$ cat src/rtl/cache_mem_arbiter.sv
`default_nettype none
// ============================================================================
// Module      : cache_mem_arbiter
// Description : Shares one main-memory port between the instruction cache
//               (requester 0) and the data cache (requester 1). Requests are
//               arbitrated round-robin and forwarded combinationally; an
//               in-order ID queue steers memory responses back to the
//               requester that issued the oldest outstanding request.
// Revision    : 1.0 - initial release
// ============================================================================
module cache_mem_arbiter #(
  parameter int REQ_W  = 77,
  parameter int RESP_W = 47,
  parameter int DEPTH  = 4
) (
  input  logic              clk,
  input  logic              reset,

  input  logic              req0_val,
  output logic              req0_rdy,
  input  logic [REQ_W-1:0]  req0_msg,

  input  logic              req1_val,
  output logic              req1_rdy,
  input  logic [REQ_W-1:0]  req1_msg,

  output logic              resp0_val,
  input  logic              resp0_rdy,
  output logic [RESP_W-1:0] resp0_msg,

  output logic              resp1_val,
  input  logic              resp1_rdy,
  output logic [RESP_W-1:0] resp1_msg,

  output logic              memreq_val,
  input  logic              memreq_rdy,
  output logic [REQ_W-1:0]  memreq_msg,

  input  logic              memresp_val,
  output logic              memresp_rdy,
  input  logic [RESP_W-1:0] memresp_msg
);

  localparam int PW = $clog2(DEPTH);

  localparam logic [PW:0]   c_CNT_FULL = (PW+1)'(DEPTH);
  localparam logic [PW:0]   c_CNT_ONE  = (PW+1)'(1);
  localparam logic [PW-1:0] c_PTR_ONE  = PW'(1);

  logic          r_prio;
  logic          r_queue [DEPTH];
  logic [PW-1:0] r_head;
  logic [PW-1:0] r_tail;
  logic [PW:0]   r_count;

  logic w_gnt0;
  logic w_gnt1;
  logic w_full;
  logic w_empty;
  logic w_head_id;
  logic w_push;
  logic w_pop;

  // Round-robin grant: a lone requester always wins, ties go to r_prio.
  always_comb begin
    w_gnt0 = req0_val & (~req1_val | ~r_prio);
    w_gnt1 = req1_val & (~req0_val |  r_prio);
  end

  // Request path: forward the winner to memory, blocked while the queue is
  // full; every handshake output is held low while reset is asserted.
  always_comb begin
    w_full     = (r_count == c_CNT_FULL);
    memreq_val = (req0_val | req1_val) & ~w_full & ~reset;
    memreq_msg = w_gnt1 ? req1_msg : req0_msg;
    req0_rdy   = w_gnt0 & memreq_rdy & ~w_full & ~reset;
    req1_rdy   = w_gnt1 & memreq_rdy & ~w_full & ~reset;
    w_push     = memreq_val & memreq_rdy;
  end

  // Response path: steer the memory response to the requester at the head
  // of the tracking queue; nothing is accepted while the queue is empty.
  always_comb begin
    w_empty     = (r_count == '0);
    w_head_id   = r_queue[r_head];
    resp0_val   = memresp_val & ~w_empty & ~w_head_id & ~reset;
    resp1_val   = memresp_val & ~w_empty &  w_head_id & ~reset;
    resp0_msg   = memresp_msg;
    resp1_msg   = memresp_msg;
    memresp_rdy = ~w_empty & (w_head_id ? resp1_rdy : resp0_rdy) & ~reset;
    w_pop       = memresp_val & memresp_rdy;
  end

  // Tracking-queue storage: record the winner ID at the tail on each push.
  always_ff @(posedge clk) begin
    if (w_push) begin
      r_queue[r_tail] <= w_gnt1;
    end
  end

  // Pointers, occupancy and priority; a simultaneous push and pop leaves the
  // count unchanged while both pointers advance.
  always_ff @(posedge clk) begin
    if (reset) begin
      r_prio  <= 1'b0;
      r_head  <= '0;
      r_tail  <= '0;
      r_count <= '0;
    end else begin
      if (w_push) begin
        r_tail <= r_tail + c_PTR_ONE;
        r_prio <= ~w_gnt1;
      end
      if (w_pop) begin
        r_head <= r_head + c_PTR_ONE;
      end
      if (w_push && !w_pop) begin
        r_count <= r_count + c_CNT_ONE;
      end else if (!w_push && w_pop) begin
        r_count <= r_count - c_CNT_ONE;
      end
    end
  end

`ifndef SYNTHESIS
  // A memory response with nothing outstanding means memory broke ordering.
  always_ff @(posedge clk) begin
    if (!reset) begin
      assert (!(memresp_val && w_empty));
    end
  end
`endif

endmodule
`default_nettype wire

$ cat config.mk
export PLATFORM = sky130hd
export DESIGN_NAME = cache_mem_arbiter
export DESIGN_NICKNAME = d
export VERILOG_FILES = /design/src/rtl/cache_mem_arbiter.sv
export SDC_FILE = /design/constraint.sdc
export NUM_CORES = 1
export LEC_CHECK = 0
export CAP_MARGIN = 30
export CORE_AREA = 2 2 150 152
export CTS_CLUSTER_DIAMETER = 50
export DETAILED_ROUTE_END_ITERATION = 7
export DIE_AREA = 0 0 152 154
export MAX_ROUTING_LAYER = met4
export PLACE_DENSITY = 0.53
export SYNTH_ARGS = -nofsm -noshare
export SYNTH_HDL_FRONTEND = slang
export SYNTH_SLANG_ARGS = --single-unit
$ cat constraint.sdc
create_clock -name clk -period 5.05 [get_ports clk]
set_input_delay 1.01 -clock clk [delete_from_list [all_inputs] [get_ports clk]]
set_output_delay 1.01 -clock clk [all_outputs]
set_load 0.1 [all_outputs]
Yosys cells after proc, flatten, opt, wreduce, memory -nomap -nowiden
Memory sizes are Yosys's and may differ from the RTL's. A register that Yosys moved wholly into a read port is not among the register bits.
Cells that the tools add are included.
{"block": "classes", "n_addsub": 4, "n_eq_ne": 1, "n_mux": 8, "bitwise": 30, "reduce_logical": 6}
{"cell": "77-bit two-way mux", "count": 1}
{"cell": "1-bit AND", "count": 19}
{"cell": "1-bit NOT", "count": 8}
{"cell": "3-bit two-way mux", "count": 2}
{"cell": "2-bit by 1-bit adder with 2-bit output, second input constant", "count": 2}
{"cell": "2-bit two-way mux", "count": 2}
{"cell": "3-bit by 1-bit adder with 3-bit output, second input constant", "count": 1}
{"cell": "3-bit == test, second input constant", "count": 1}
{"cell": "3-bit zero test", "count": 1}
{"cell": "1-bit two-way mux", "count": 3}
{"cell": "1-bit bitwise OR", "count": 3}
{"cell": "3-bit by 1-bit subtractor with 3-bit output, second input constant", "count": 1}
{"cell": "1-bit logical AND", "count": 2}
{"cell": "1-bit zero test", "count": 2}
{"cell": "2-bit nonzero test", "count": 1}
{"block": "word_totals", "reg_bits": 8, "ram_bits": 4, "input_bits": 209, "output_inout_bits": 177, "n_memories": 1}
{"memory": "r_queue", "depth": 4, "word_bits": 1, "rd": 1, "rd_clocked_by_memory_dff": 1, "write_ports": 1, "line": "51", "text": "logic r_queue [DEPTH];"}

Depth between registers and ports, before layout
Gate-level depths: netlist of run 1.
{"block": "depth", "word_depth": 9, "mapped_depth": 9, "depth_no_buf": 9}

Worst setup path after synthesis of run 1
OpenSTA, ideal clock, no wires.
{"block": "synth_timing", "path_kind": "input to output", "startpoint": "in req0_val", "endpoint": "out req0_rdy", "arrival_time_ns": 4.511, "setup_slack_ns": -0.471, "cell_stages": 6, "path_buffers": 2, "path_cell_list": "inv_1 -> o21ai_2 -> buf_4 -> buf_4 -> inv_2 -> nor4_1"}
{"block": "synth_between", "elab_chain_cells": 4}
{"element": "from (decl)", "line": "19", "text": "input logic req0_val,"}
{"element": "1-bit AND", "line": "66", "text": "w_gnt0 = req0_val & (~req1_val | ~r_prio);"}
{"element": "1-bit AND (3 in series)", "line": "76", "text": "req0_rdy = w_gnt0 & memreq_rdy & ~w_full & ~reset;"}
{"element": "to (decl)", "line": "20", "text": "output logic req0_rdy,"}
Every way passes these cells.

Final worst setup path of run 1
{"block": "layout_timing", "startpoint": "in req0_val", "endpoint": "out memreq_msg[34]"}
{"block": "layout_between", "elab_chain_cells": 4}
{"element": "1-bit NOT", "line": "67", "text": "w_gnt1 = req1_val & (~req0_val | r_prio);"}
{"element": "1-bit bitwise OR", "line": "67"}
{"element": "1-bit AND", "line": "67"}
{"element": "77-bit two-way mux", "line": "75", "text": "memreq_msg = w_gnt1 ? req1_msg : req0_msg;"}
{"element": "to (decl)", "line": "37", "text": "output logic [REQ_W-1:0] memreq_msg,"}
Every way passes these cells.

==> results of run 1 <==
[cell type report]
class	count	area (sq um)	share of cell area, %
repair buffers	253	2327	52.92
flip-flops and latches	14	320.3	7.283
multi-input cells	124	1303	29.62
clock buffers	4	78.83	1.792
well taps	280	350.3	7.966
inverters	5	18.77	0.4267
[layout by cell type, fill, tap and decap left out, drive strengths merged]
cell / n
ha: 5
nor2b: 1
and2: 5
xor2: 2
or3: 1
mux2i: 4
nand2: 2
nor2: 4
fa: 1
dfxtp: 10
nor4: 1
nor4b: 1
clkdlybuf4s50: 161
o21ai: 2
nand2b: 3
inv: 5
nand3: 1
o31ai: 1
buf: 92
mux2: 78
nor3b: 3
mux4: 1
edfxtp: 4
xnor2: 1
nor3: 3
and2b: 1
clkbuf: 4
a21oi: 2
a311oi: 1
[per-layer routing]
| metal | GRT usage, % | wire length, um | vias to the layer above |
|---|---|---|---|
| met5 | - | 0 | - |
| met1 | 8.512 | 3597 | 1016 |
| met2 | 13.19 | 4739 | 180 |
| met4 | 1.513 | 53 | 0 |
| met3 | 2.818 | 997 | 9 |
| li1 | - | - | 1052 |
[final timing paths]
kind | startpoint | to | cells past startpoint
setup / recovery | req0_val | memreq_msg[34] | 6
hold reg to reg | r_head[1]$_SDFFE_PP0P_ | r_head[1]$_SDFFE_PP0P_ | 1
hold / removal | r_head[1]$_SDFFE_PP0P_ | r_head[1]$_SDFFE_PP0P_ | 1
setup reg to reg | r_queue[3]$_DFFE_PP_ | r_count[2]$_SDFFE_PP0P_ | 9
[cell usage after synthesis, types with 2 or more instances]
| cell | number |
|---|---|
| buf_4 | 96 |
| mux2_2 | 77 |
| dfxtp_1 | 10 |
| buf_2 | 6 |
| ha_1 | 5 |
| and2_1 | 4 |
| edfxtp_1 | 4 |
| inv_1 | 4 |
| mux2i_1 | 4 |
| nor2_1 | 4 |
| nand2b_1 | 3 |
| nor3_1 | 3 |
| nor3b_2 | 3 |
| a21oi_1 | 2 |
| xor2_1 | 2 |
[critical path: cells and delay by family]
family          cells  cell delay [ps]
mux                 1              400
compound gates      1              440
buf+inv             4             1110
[logic make-up after synthesis]
kind of cell	Yosys count	synth area share (%)
multiplexers	83	39.65
flip-flops	14	13.45
AO/OA/AOI/OAI	6	1.681
AND/OR/NAND/NOR	26	8.193
adder cells (fa/ha/maj)	6	3.466
XOR/XNOR	3	1.103
buffers and inverters	108	32.46
[power breakdown]
group | switching, mW | internal [mW] | total [mW]
registers | 0.00928 | 0.125 | 0.135
clock network | 0.0411 | 0.106 | 0.147
logic | 0.534 | 0.263 | 0.797
total | 0.584 | 0.495 | 1.08
==> impl_metrics.xml, run 1 <==
<?xml version="1.0" encoding="UTF-8"?>
<metrics>
  <group name="grt">
    <metric name="groute.usage.overall" unit="%">7.648</metric>
    <metric name="grt_overflow_total" unit="">0</metric>
    <metric name="grt_max_degree" unit="">43</metric>
    <metric name="global_route_wire_length_before_repair" unit="um">14060</metric>
    <metric name="grt_antenna_before_repair" unit="">0</metric>
    <metric name="grt_pass1_vias" unit="">2620</metric>
  </group>
  <group name="clock_tree">
    <metric name="ctsHtreeMaxLevel" unit="">1</metric>
    <metric name="cts_tree" unit="">yes</metric>
    <metric name="ctsHoldBuffers" unit="">0</metric>
    <metric name="insertion_delay_of_the_later_clocked_pin_in_the_worst_skew_pair" unit="ps">240</metric>
    <metric name="clock_path_buffers" unit="">2</metric>
    <metric name="cts_setup_buffers" unit="">0</metric>
    <metric name="clk_pin_slew_worst_paths" unit="ps">40</metric>
    <metric name="cts_num_sinks" unit="">14</metric>
    <metric name="post_cts_resize_count" unit="">0</metric>
    <metric name="clockRootBuffer" unit="">clkbuf_16</metric>
    <metric name="cts-buffers-inserted" unit="">3</metric>
  </group>
  <group name="power_and_ir_drop">
    <metric name="power.static_leakage" unit="nW">1.760</metric>
    <metric name="post-layout-total-power" unit="mW">1.079</metric>
    <metric name="worst_ir_drop_vdd" unit="mV">0.1183</metric>
    <metric name="powerDensity" unit="nW/um^2">245.3</metric>
  </group>
  <group name="run_status">
    <metric name="result_of_the_run" unit="">finished, final reports clean</metric>
  </group>
  <group name="sta">
    <metric name="timing.final.setup_violations" unit="">0</metric>
    <metric name="postLayoutSetupSlackWorst" unit="ps">1028</metric>
    <metric name="max_freq" unit="MHz">248.7</metric>
    <metric name="hold_viol" unit="">0</metric>
    <metric name="finalWorstPathRequiredPeriod" unit="ps">4022</metric>
    <metric name="rsz0062_at_grt" unit="">false</metric>
    <metric name="timing.final.crit_share" unit="%">79.64</metric>
    <metric name="worst_hold_slack" unit="ps">464.2</metric>
    <metric name="clock_skew" unit="ps">3.418</metric>
    <metric name="slew_headroom" unit="%">64.54</metric>
    <metric name="final_slew_violations" unit="">0</metric>
    <metric name="tightest_slew" unit="ps">529.8</metric>
    <metric name="setup_tns" unit="ps">0</metric>
  </group>
  <group name="setup_path">
    <metric name="cp_cell_sequence" unit="">clkdlybuf4s50_1 &gt; inv_1 &gt; o21ai_4 &gt; buf_12 &gt; mux2_2 &gt; buf_4</metric>
    <metric name="worst-endpoint-arrival" unit="ps">3010</metric>
    <metric name="critPathRequiredTime" unit="ps">4040</metric>
    <metric name="reg2reg_slack" unit="ps">2380</metric>
    <metric name="cpPeakStageDelay" unit="ps">490</metric>
    <metric name="start_kind" unit="">input port</metric>
    <metric name="timing.critical_path.fanout_max" unit="">42</metric>
    <metric name="criticalPathCategory" unit="">in2out</metric>
    <metric name="critical_path.endpoint_type" unit="">output pin</metric>
    <metric name="critical_path.slowest_cell" unit="">clkdlybuf4s50_1</metric>
  </group>
  <group name="yosys">
    <metric name="synth_seq_cells" unit="">14</metric>
    <metric name="synthesis.nets" unit="">461</metric>
    <metric name="synth_seq_area_share" unit="%">13.45</metric>
    <metric name="syn-mean-instance-area" unit="sq um">9.684</metric>
    <metric name="yosysUniqueCellTypes" unit="">34</metric>
    <metric name="synthDominantCellAreaShare" unit="%">36.40</metric>
    <metric name="yosysWarningCount" unit="">0</metric>
    <metric name="synth-edff-count" unit="">4</metric>
    <metric name="yosys_most_used_dff" unit="">dfxtp_1</metric>
    <metric name="synth_cells" unit="">246</metric>
    <metric name="fraction_of_registers_with_async_set_or_reset_after_synthesis" unit="%">0</metric>
    <metric name="post_synth_instance_area" unit="sq um">2382</metric>
    <metric name="post_synth_main_area_contributors" unit="">mux2_2 (36%), buf_4 (30%), dfxtp_1 (8.4%)</metric>
    <metric name="synth_area_leader_cell" unit="">mux2_2</metric>
  </group>
  <group name="placed_design">
    <metric name="gpl.final_weighted_congestion" unit="">0.8371</metric>
    <metric name="placement_stage_worst_setup_slack" unit="ps">984.1</metric>
    <metric name="dpl-instance-area" unit="sq um">4319</metric>
    <metric name="buffers_added_on_ports" unit="">244</metric>
    <metric name="place_hpwl" unit="um">8397</metric>
    <metric name="post-place-cells" unit="">676</metric>
  </group>
  <group name="route">
    <metric name="detail_route.wirelength" unit="um">9387</metric>
    <metric name="drt-wirelength-per-cell" unit="um">13.80</metric>
    <metric name="vias" unit="">2257</metric>
    <metric name="detail_route.iter0.violations" unit="">25</metric>
    <metric name="antenna_violating_nets_post_route" unit="">0</metric>
    <metric name="drtPass1Iterations" unit="">3</metric>
    <metric name="vias_per_cell" unit="">3.319</metric>
    <metric name="drcViolationCount" unit="">0</metric>
  </group>
  <group name="die">
    <metric name="dieWidth" unit="um">152</metric>
    <metric name="design.core.area" unit="sq um">21690</metric>
    <metric name="row_count" unit="">54</metric>
    <metric name="die_height" unit="um">154</metric>
    <metric name="initial_core_util" unit="%">10.98</metric>
    <metric name="io_pins" unit="">386</metric>
    <metric name="fp.dieArea" unit="sq um">23410</metric>
  </group>
  <group name="cells_and_area">
    <metric name="area_growth" unit="%">84.61</metric>
    <metric name="final_core_utilization" unit="%">20.28</metric>
    <metric name="fillcell_total" unit="">2359</metric>
    <metric name="final_layout_size_suffix_gt1_share" unit="%">46.25</metric>
    <metric name="finish.cell_count_without_fillers" unit="">680</metric>
    <metric name="final_nets" unit="">616</metric>
    <metric name="antenna-diode-count" unit="">0</metric>
    <metric name="final_area" unit="sq um">4398</metric>
  </group>
  <group name="run">
    <metric name="max_cap_violations" unit="">0</metric>
  </group>
  <group name="hold_path">
    <metric name="timing.hold.worst.class" unit="">reg2reg</metric>
  </group>
</metrics>
Note: power is estimated with default switching activity, not from simulation.
==> run 2, diff against run 1 <==
--- a/config.mk
+++ b/config.mk
@@ -11,7 +11,7 @@
 export DETAILED_ROUTE_END_ITERATION = 7
 export DIE_AREA = 0 0 152 154
 export MAX_ROUTING_LAYER = met4
-export PLACE_DENSITY = 0.53
+export PLACE_DENSITY = 0.55
 export SYNTH_ARGS = -nofsm -noshare
 export SYNTH_HDL_FRONTEND = slang
 export SYNTH_SLANG_ARGS = --single-unit
==> constraint.sdc (replaced) <==
create_clock -name clk -period 3.6 [get_ports clk]
set_input_delay 0.72 -clock clk [delete_from_list [all_inputs] [get_ports clk]]
set_output_delay 0.72 -clock clk [all_outputs]
set_load 0.1 [all_outputs]
==> run 2 against run 1 <==
  * Utilization up 4.7 points
  * Wire length is 8.5% higher
  * Global-route usage increased by 0.86 points
  * Register-to-register slack got worse by 1500 ps
  * Clock power up 42%
  * Clock skew decreased by 0.75 ps
  * Sequential cell count stayed put
  * Critical path depth increased by 1
  * Die area is the same
  * Clock-buffer cell count shrank 1
  * Sequential power rose by 40%
  * Highest routed layer unchanged
==> impl_metrics.xml, run 2 (synthesis results as in run 1) <==
<?xml version="1.0" encoding="UTF-8"?>
<metrics>
  <group name="run_status">
    <metric name="result_of_the_run" unit="">finished, final reports clean</metric>
  </group>
  <group name="setup_path">
    <metric name="critical_path.endpoint_type" unit="">output pin</metric>
    <metric name="r2r.worst_path.cells" unit="">9</metric>
    <metric name="reg2reg_slack" unit="ps">920</metric>
    <metric name="regToRegEndpoint" unit="">r_count[2]$_SDFFE_PP0P_</metric>
    <metric name="critPathRequiredTime" unit="ps">2880</metric>
    <metric name="start_kind" unit="">input port</metric>
    <metric name="criticalPathCategory" unit="">in2out</metric>
    <metric name="worst-endpoint-arrival" unit="ps">2510</metric>
    <metric name="timing.critical_path.fanout_max" unit="">29</metric>
  </group>
  <group name="placed_design">
    <metric name="place_hpwl" unit="um">9186</metric>
    <metric name="placement_stage_worst_setup_slack" unit="ps">364.9</metric>
    <metric name="buffers_added_on_ports" unit="">244</metric>
    <metric name="gpl.final_weighted_congestion" unit="">0.7633</metric>
  </group>
  <group name="cells_and_area">
    <metric name="final_core_utilization" unit="%">25.02</metric>
    <metric name="leading_cell_type_in_the_layout_fill_and_taps_excluded" unit="">clkdlybuf4s50_1</metric>
    <metric name="final_nets" unit="">615</metric>
    <metric name="final_layout_size_suffix_gt1_share" unit="%">46.62</metric>
    <metric name="fillcell_total" unit="">2252</metric>
    <metric name="multi_input_gate_area" unit="sq um">1313</metric>
    <metric name="antenna-diode-count" unit="">0</metric>
    <metric name="mostFrequentLayoutCells" unit="">clkdlybuf4s50_1 (161), buf_12 (84), mux2_2 (77), dfxtp_1 (10), buf_4 (7)</metric>
    <metric name="sequential_cell_area" unit="sq um">320.3</metric>
    <metric name="area_growth" unit="%">127.8</metric>
  </group>
  <group name="die">
    <metric name="io_pins" unit="">386</metric>
    <metric name="dieWidth" unit="um">152</metric>
    <metric name="fp.dieArea" unit="sq um">23410</metric>
    <metric name="initial_core_util" unit="%">10.98</metric>
    <metric name="die_height" unit="um">154</metric>
    <metric name="design.core.area" unit="sq um">21690</metric>
    <metric name="row_count" unit="">54</metric>
  </group>
  <group name="grt">
    <metric name="groute.usage.overall" unit="%">8.504</metric>
    <metric name="grt_overflow_total" unit="">0</metric>
    <metric name="grt_max_degree" unit="">30</metric>
    <metric name="global_route_wire_length_before_repair" unit="um">15300</metric>
    <metric name="grt_antenna_before_repair" unit="">0</metric>
    <metric name="grt_pass1_vias" unit="">2694</metric>
  </group>
  <group name="route">
    <metric name="detail_route.wirelength" unit="um">10190</metric>
    <metric name="drtPass1Iterations" unit="">4</metric>
    <metric name="drt-wirelength-per-cell" unit="um">15.00</metric>
    <metric name="vias" unit="">2286</metric>
    <metric name="vias_per_cell" unit="">3.367</metric>
    <metric name="antenna_violating_nets_post_route" unit="">0</metric>
    <metric name="detail_route.iter0.violations" unit="">26</metric>
    <metric name="drcViolationCount" unit="">0</metric>
  </group>
  <group name="power_and_ir_drop">
    <metric name="power.static_leakage" unit="nW">2.130</metric>
    <metric name="powerDensity" unit="nW/um^2">325.5</metric>
    <metric name="total_switching_power" unit="mW">0.8716</metric>
    <metric name="clock_power_share" unit="%">11.8</metric>
    <metric name="p_int" unit="mW">0.8949</metric>
    <metric name="worst_ir_drop_vdd" unit="mV">0.1425</metric>
    <metric name="power.switching_fraction" unit="%">49.34</metric>
    <metric name="comb_power_share" unit="%">77.5</metric>
    <metric name="seqPwrFrac" unit="%">10.7</metric>
  </group>
  <group name="sta">
    <metric name="postLayoutSetupSlackWorst" unit="ps">370.3</metric>
    <metric name="clock_skew" unit="ps">2.664</metric>
    <metric name="final_slew_violations" unit="">0</metric>
    <metric name="max_freq" unit="MHz">309.6</metric>
    <metric name="rsz0062_at_grt" unit="">false</metric>
    <metric name="finalWorstPathRequiredPeriod" unit="ps">3230</metric>
    <metric name="timing.final.setup_violations" unit="">0</metric>
    <metric name="timing.final.crit_share" unit="%">89.71</metric>
    <metric name="hold_viol" unit="">0</metric>
    <metric name="tightest_slew" unit="ps">453.1</metric>
    <metric name="slew_headroom" unit="%">69.66</metric>
    <metric name="setup_tns" unit="ps">0</metric>
  </group>
  <group name="hold_path">
    <metric name="timing.hold.worst_path_depth" unit="">1</metric>
    <metric name="hold_path.startpoint" unit="">r_head[1]$_SDFFE_PP0P_</metric>
    <metric name="timing.hold.worst.class" unit="">reg2reg</metric>
  </group>
  <group name="clock_tree">
    <metric name="post_cts_resize_count" unit="">0</metric>
    <metric name="cts_num_sinks" unit="">14</metric>
    <metric name="ctsHoldBuffers" unit="">0</metric>
    <metric name="cts_setup_buffers" unit="">0</metric>
    <metric name="ctsHtreeMaxLevel" unit="">1</metric>
    <metric name="clk_pin_slew_worst_paths" unit="ps">50</metric>
    <metric name="cts_tree" unit="">yes</metric>
    <metric name="insertion_delay_of_the_later_clocked_pin_in_the_worst_skew_pair" unit="ps">240</metric>
    <metric name="clock_path_buffers" unit="">2</metric>
    <metric name="cts-buffers-inserted" unit="">3</metric>
    <metric name="clockRootBuffer" unit="">clkbuf_16</metric>
  </group>
  <group name="run">
    <metric name="max_cap_violations" unit="">0</metric>
  </group>
</metrics>
==> run 2: changes by cell type in the layout (fill, tap and decap cells not counted), sizes merged <==
cell and delta:
clkinv +1, buf -1, clkbuf -1
==> run 2: layout make-up <==
| type | instances | share of cell area, % |
|---|---|---|
| clock buffer | 3 | 1.383 |
| clock inverter | 1 | 0.06917 |
| inverter | 5 | 0.3459 |
| multi-input combinational | 124 | 24.19 |
| sequential | 14 | 5.903 |
| tap | 280 | 6.456 |
| timing repair buffer | 252 | 61.66 |
==> run 2: worst max path at each step <==
stage,start,endpoint,slack (ps),cells past startpoint
6_report,req0_val,memreq_msg[37],370,7
5_1_grt,req0_val,memreq_msg[12],280,7
4_1_cts,req0_val,memreq_msg[37],350,7
3_5_place_dp,req0_val,memreq_msg[37],360,7
3_3_place_gp,req0_val,memreq_msg[28],390,7
2_1_floorplan,req0_val,req0_rdy,-210,6
==> run 2: stage by stage <==
| stage | area (sq um) | hold WS [ps] | total power, mW | instances |
|---|---|---|---|---|
| after floorplan | 2399 | 428.0 | 1.470 | 246 |
| after global placement | 5348 | 443.0 | 1.557 | 675 |
| after detailed placement | 5348 | 455.7 | 1.570 | 675 |
| after CTS | 5426 | 462.3 | 1.788 | 679 |
| after global routing | 5426 | 512.7 | 1.828 | 679 |
| final | 5426 | 457.8 | 1.767 | 679 |
==> run 2: power by group through the flow <==
| stage | clock [mW] | sequential, mW | combinational [mW] |
|---|---|---|---|
| global route | 0.223 | 0.191 | 1.41 |
| CTS | 0.217 | 0.189 | 1.38 |
| finish | 0.209 | 0.189 | 1.37 |
| floorplan | 0 | 0.189 | 1.28 |
| global placement | 0 | 0.190 | 1.37 |
| detailed placement | 0 | 0.192 | 1.38 |
==> run 2: worst max-delay path, stage by stage <==
cell,delay [ps]
clkdlybuf4s50_1,490
inv_1,90
o21ai_4,150
buf_12,210
buf_4,240
mux2_2,390
buf_12,170
==> run 2: layer usage <==
metal / up-vias / routed length (um) / track usage [%]
met5: - / 0 / -
met4: 0 / 43 / 1.068
met3: 8 / 1166 / 3.890
met2: 183 / 5204 / 14.76
met1: 1037 / 3770 / 9.173
li1: 1058 / - / -
==> run 3, diff against run 2 <==
--- a/config.mk
+++ b/config.mk
@@ -5,8 +5,8 @@
 export SDC_FILE = /design/constraint.sdc
 export NUM_CORES = 1
 export LEC_CHECK = 0
-export CAP_MARGIN = 30
 export CORE_AREA = 2 2 150 152
+export CTS_BUF_LIST = sky130_fd_sc_hd__clkbuf_16
 export CTS_CLUSTER_DIAMETER = 50
 export DETAILED_ROUTE_END_ITERATION = 7
 export DIE_AREA = 0 0 152 154
==> results of run 3 <==
Same layout as run 2: the final DEF is identical, and so are final timing and power.
